<file path="config.mk">
export PLATFORM = sky130hd
export DESIGN_NAME = hamming_code_encoder_flat
export DESIGN_NICKNAME = d
export VERILOG_FILES = /design/src/rtl/hamming_code_encoder_if.sv /design/src/rtl/hamming_code_encoder.sv /design/src/flat_wrapper.sv
export SDC_FILE = /design/constraint.sdc
export NUM_CORES = 1
export LEC_CHECK = 0
export CORE_AREA = 10 10 47 49
export DETAILED_ROUTE_END_ITERATION = 10
export DIE_AREA = 0 0 57 59
export SYNTH_ARGS = -nofsm -noshare
export SYNTH_HDL_FRONTEND = slang
export SYNTH_SLANG_ARGS = --single-unit
</file>
<file path="constraint.sdc">
create_clock -name clk -period 0.8 [get_ports clk]
set_clock_uncertainty 0.05 [all_clocks]
set_input_delay 0.24 -clock clk [delete_from_list [all_inputs] [get_ports clk]]
set_output_delay 0.24 -clock clk [all_outputs]
set_load 0.01 [all_outputs]
</file>
<file path="src/rtl/hamming_code_encoder_if.sv">
// Hamming(7,4) encoder bus: input word plus parity select, and the registered codeword.
interface hamming_code_encoder_if;
    logic       in_valid;
    logic [4:1] data_in;
    logic       parity_type;
    logic [7:1] code_out;
    logic       out_valid;

    // Source of data words; sink of codewords
    modport master (
        output in_valid,
        output data_in,
        output parity_type,
        input  code_out,
        input  out_valid
    );

    // Encoder side
    modport slave (
        input  in_valid,
        input  data_in,
        input  parity_type,
        output code_out,
        output out_valid
    );
endinterface

</file>
<file path="src/rtl/hamming_code_encoder.sv">
// Registered Hamming(7,4) encoder with per-word even/odd parity select.
// Codeword bit index equals Hamming position: parity at 1, 2, 4; data at 3, 5, 6, 7.
module hamming_code_encoder (
    input  logic                    clk,
    input  logic                    rst_n,
    hamming_code_encoder_if.slave   bus
);

    localparam int unsigned DATA_W = 4;
    localparam int unsigned CODE_W = 7;

    logic [CODE_W:1] code_q;
    logic [CODE_W:1] code_d;
    logic            valid_q;
    logic            valid_d;

    // Build the codeword; odd parity inverts all three parity bits.
    function automatic logic [CODE_W:1] encode(input logic [DATA_W:1] d, input logic odd);
        logic [CODE_W:1] c;
        c[1] = d[1] ^ d[2] ^ d[4] ^ odd;
        c[2] = d[1] ^ d[3] ^ d[4] ^ odd;
        c[3] = d[1];
        c[4] = d[2] ^ d[3] ^ d[4] ^ odd;
        c[5] = d[2];
        c[6] = d[3];
        c[7] = d[4];
        return c;
    endfunction

    // Next state: load a new codeword only on accepted words, otherwise hold and drop valid.
    always_comb begin
        code_d  = code_q;
        valid_d = 1'b0;
        if (bus.in_valid) begin
            code_d  = encode(bus.data_in, bus.parity_type);
            valid_d = 1'b1;
        end
    end

    // Output registers, cleared asynchronously by reset.
    always_ff @(posedge clk or negedge rst_n) begin
        if (!rst_n) begin
            code_q  <= '0;
            valid_q <= 1'b0;
        end else begin
            code_q  <= code_d;
            valid_q <= valid_d;
        end
    end

    assign bus.code_out  = code_q;
    assign bus.out_valid = valid_q;

endmodule

</file>
<file path="src/flat_wrapper.sv">
// flat-port wrapper written by rule: the top's interface ports become plain ports
module hamming_code_encoder_flat 
  (clk, rst_n, bus_in_valid, bus_data_in, bus_parity_type, bus_code_out, bus_out_valid);
  hamming_code_encoder_if bus_i ();
  input  logic clk;
  input  logic rst_n;
  input wire logic [$bits(bus_i.in_valid)-1:0] bus_in_valid;
  input wire logic [$bits(bus_i.data_in)-1:0] bus_data_in;
  input wire logic [$bits(bus_i.parity_type)-1:0] bus_parity_type;
  output wire logic [$bits(bus_i.code_out)-1:0] bus_code_out;
  output wire logic [$bits(bus_i.out_valid)-1:0] bus_out_valid;
  assign bus_i.in_valid = bus_in_valid;
  assign bus_i.data_in = bus_data_in;
  assign bus_i.parity_type = bus_parity_type;
  assign bus_code_out = bus_i.code_out;
  assign bus_out_valid = bus_i.out_valid;
  hamming_code_encoder u_core (.clk(clk), .rst_n(rst_n), .bus(bus_i));
endmodule
</file>
==> metrics.md <==
| Metric | Value |
|---|---|
| Status | finished with violations |
| Violations in the final reports | negative setup slack |
| Share of synthesized area occupied by flip-flops and latches | 57.97% |
| Final RePlAce weighted congestion | 0.6880 |
| Area added between synthesis and finish | 63.04% |
| Number of antenna violations at the first check in global routing | 0 |
| Via count of the first global-routing pass | between 200 and 300 |
| Total Die Area | around 3400 µm² |
| Final count of negative-setup-slack endpoints | 10 |
| Worst Setup End Kind | primary output |
| Type of the worst min-delay path | input port to asynchronous set/reset pin |
| Synth warn | 0 |
| Critical setup path kind | register to primary output |
| Max Cap Viol | 0 |
| Cell types with the highest counts after synthesis | sky130_fd_sc_hd__dfrtp_1, sky130_fd_sc_hd__xnor2_1, sky130_fd_sc_hd__mux2_2 |
| Worst R2R Setup Slack | -0.25 ns |
| Height of the chip | 59 µm |
| Most common cell in the synthesized netlist | sky130_fd_sc_hd__dfrtp_1 |
| Min Hold Slack | 0.2148 ns |
| RSZ-0062 raised after global routing | true |
| Number of vias per cell after detailed routing | 4.215 |
| Effective utilization at floorplan | 24.64% |
| Number of distinct library cell variants in the gate-level netlist after synthesis | 7 |
| Routed length per placed instance | between 10 and 15 µm |
| Max FO, Critical Path | 2 |
| Mean Syn Cell Area | 13.28 µm² |
| Summed instance area of the synthesized netlist | 345.3 µm² |
| Area of the core region | 1401 µm² |
| Number of nets with antenna violations after detailed routing | 0 |
| Number of filler cells placed in the layout | 155 |
| Peak Freq | around 940 MHz |
| Tot Pwr | 0.001107 W |
| Total wire length | 855 µm |
| CP startpoint kind | register |
| Period Utilization, post-route | 132.8% |
| Hold violation count in the final report | 0 |
| Clk pin slew, worst setup/hold paths | 0.05 ns |
| Count of pins on the block boundary | 16 |
| Source-to-sink clock delay at the later pin of the worst-skew pair | ~0.25 ns |
| All-layer global routing usage | 5.647% |
| Iteration count of the initial detailed-routing pass | 2 |
| CP max stage cell | sky130_fd_sc_hd__dfrtp_1 |
| Worst rel slew slack | between 80% and 90% |
| Final net count | 59 |
| Total of buffers placed on input and output ports | 15 |
| Peak supply drop | roughly 0.75 mV |
| Maximum clock path buffer count | 2 |
| Family with the most delay on the worst path | flip-flops |
| Overall overflow remaining after global route | 0 |
| DRT iter0 DRCs | 3 |
| Post-synth net total | 34 |
| Post-synth EDFFs | 0 |
| Placed inst area | 536.8 µm² |
| Static Leak | around 0.26 nW |
| Setup WS post-layout | -0.2628 ns |
| Clk sink count | 8 |
| Critical path's largest stage delay | 0.39 ns |
| Pin count of the biggest net entering global routing | 9 |
| Root buffer selected by CTS | sky130_fd_sc_hd__clkbuf_4 |
| Total of flip-flops plus latches after synthesis | 8 |
| Global-route wire length before repair | 1317 µm |
| Worst path cell trace | buf_6 |
| Post-layout min period | 1.063 ns |
| Top-area cell type share of the netlist area | 57.97% |
| Share of layout cells above drive strength 1 | between 60% and 70% |
| Critical path arrival | 0.77 ns |
| Share of synthesized flip-flops with an asynchronous set or reset | 100.0% |
| Most common flop cell mapped by yosys | sky130_fd_sc_hd__dfrtp_1 |
| Final design instance area without fill | 563.0 µm² |
| Data required time at the worst endpoint | 0.51 ns |
| Share of the core filled with cells in the final layout | 40.18% |
| Final Max Tran Viols | 0 |
| Power Dens Cells | 1966 nW/µm² |
| Synth area leaders | sky130_fd_sc_hd__dfrtp_1, sky130_fd_sc_hd__xnor2_1, sky130_fd_sc_hd__mux2_2 |
| Number of placement rows | 14 |
| Antenna Cells | 0 |
| Total CTS buffers | 3 |
| Clock tree from TritonCTS | done |
| Drc violations | 0 |
| Number of buffer and inverter instances along the worst setup path | 1 |
| Overall die width | 57 µm |
| Via count | 274 |
| Transition time at the pin with the least slew margin | between 0.15 and 0.2 ns |
| Post-Syn Instances | 26 |
| Total number of H-tree levels | 1 |
| Cell type with the highest aggregate area in the netlist | sky130_fd_sc_hd__dfrtp_1 |
## layout make-up
class | instances | area [µm²] | share of cell area, %
timing repair buffer | 21 | 147.6 | 26.22
clock buffer | 3 | 22.52 | 4.000
sequential | 8 | 200.2 | 35.56
tap | 16 | 20.02 | 3.556
multi-input combinational | 17 | 172.7 | 30.67
## per-stage QoR
| step | std cells | setup TNS (ns) | worst slack, ns |
|---|---|---|---|
| 2_1_floorplan | 26 | -0.1027 | -0.02569 |
| 3_3_place_gp | 58 | -6.998 | -0.5876 |
| 3_5_place_dp | 58 | -7.190 | -0.6150 |
| 4_1_cts | 64 | -2.387 | -0.2714 |
| 5_1_grt | 65 | -2.662 | -0.2986 |
| 6_report | 65 | -2.367 | -0.2628 |
## cells in the final DEF, fill, tap and decap left out
master,instances
sky130_fd_sc_hd__xnor2_1,4
sky130_fd_sc_hd__mux2_2,3
sky130_fd_sc_hd__xnor2_2,2
sky130_fd_sc_hd__clkbuf_4,3
sky130_fd_sc_hd__xnor2_4,1
sky130_fd_sc_hd__a21oi_1,3
sky130_fd_sc_hd__clkdlybuf4s50_1,1
sky130_fd_sc_hd__nor2_2,1
sky130_fd_sc_hd__buf_4,5
sky130_fd_sc_hd__clkdlybuf4s15_2,1
sky130_fd_sc_hd__dfrtp_1,8
sky130_fd_sc_hd__mux2_4,1
sky130_fd_sc_hd__nor2_1,2
sky130_fd_sc_hd__buf_2,11
sky130_fd_sc_hd__buf_6,3
## power by group
part	switching [W]	total, W	leakage (nW)	internal [W]
logic	0.000135	0.000319	0.156	0.000185
clock network	0.000134	0.000305	0.0138	0.000171
registers	0.0000262	0.000482	0.0918	0.000456
## flip-flops by register name (all words and copies together), names as in the netlist
register	count
u_core.bus.out_valid	1
u_core.bus.code_out	7
## layer usage
| layer | global-route usage (%) | wire (µm) | share of wire [%] | vias to the layer above |
|---|---|---|---|---|
| met3 | 4.077 | 79 | 9.2 | 3 |
| met5 | 0 | 0 | 0 | - |
| met4 | 6.040 | 28 | 3.3 | 0 |
| li1 | - | - | - | 134 |
| met2 | 9.302 | 458 | 54 | 10 |
| met1 | 3.976 | 289 | 34 | 127 |
## final timing paths
path | start | endpoint | cells past startpoint
max in group asynchronous | rst_n | u_core.bus.code_out[3]$_DFFE_PN0P_ | 2
min reg2reg | u_core.bus.code_out[5]$_DFFE_PN0P_ | u_core.bus.code_out[5]$_DFFE_PN0P_ | 1
min | rst_n | u_core.bus.out_valid$_DFF_PN0_ | 2
min in group clk | bus_in_valid | u_core.bus.out_valid$_DFF_PN0_ | 1
max | u_core.bus.code_out[7]$_DFFE_PN0P_ | bus_code_out[6] | 1
max reg2reg | u_core.bus.code_out[7]$_DFFE_PN0P_ | u_core.bus.code_out[7]$_DFFE_PN0P_ | 3
## what timing repair did
action | in CTS | in global routing
gates resized for setup | 55 | 7
pin swaps | 5 | 4
setup endpoints to repair | 15 | 13
hold buffers | 0 | 0
setup buffers | 3 | 1
## cell families (layout without fill, tap and decap cells)
family | after synthesis | in the layout | share of synthesized area, %
DFF | 8 | 8 | 57.97
xor gates and xnor gates | 7 | 7 | 19.93
buffers and inverters | 1 | 24 | 1.448
AOI/OAI and AO/OA | 3 | 3 | 4.347
muxes | 4 | 4 | 13.04
and+or+nand+nor | 3 | 3 | 3.261
No activity file was read; power rests on OpenSTA's default activity.
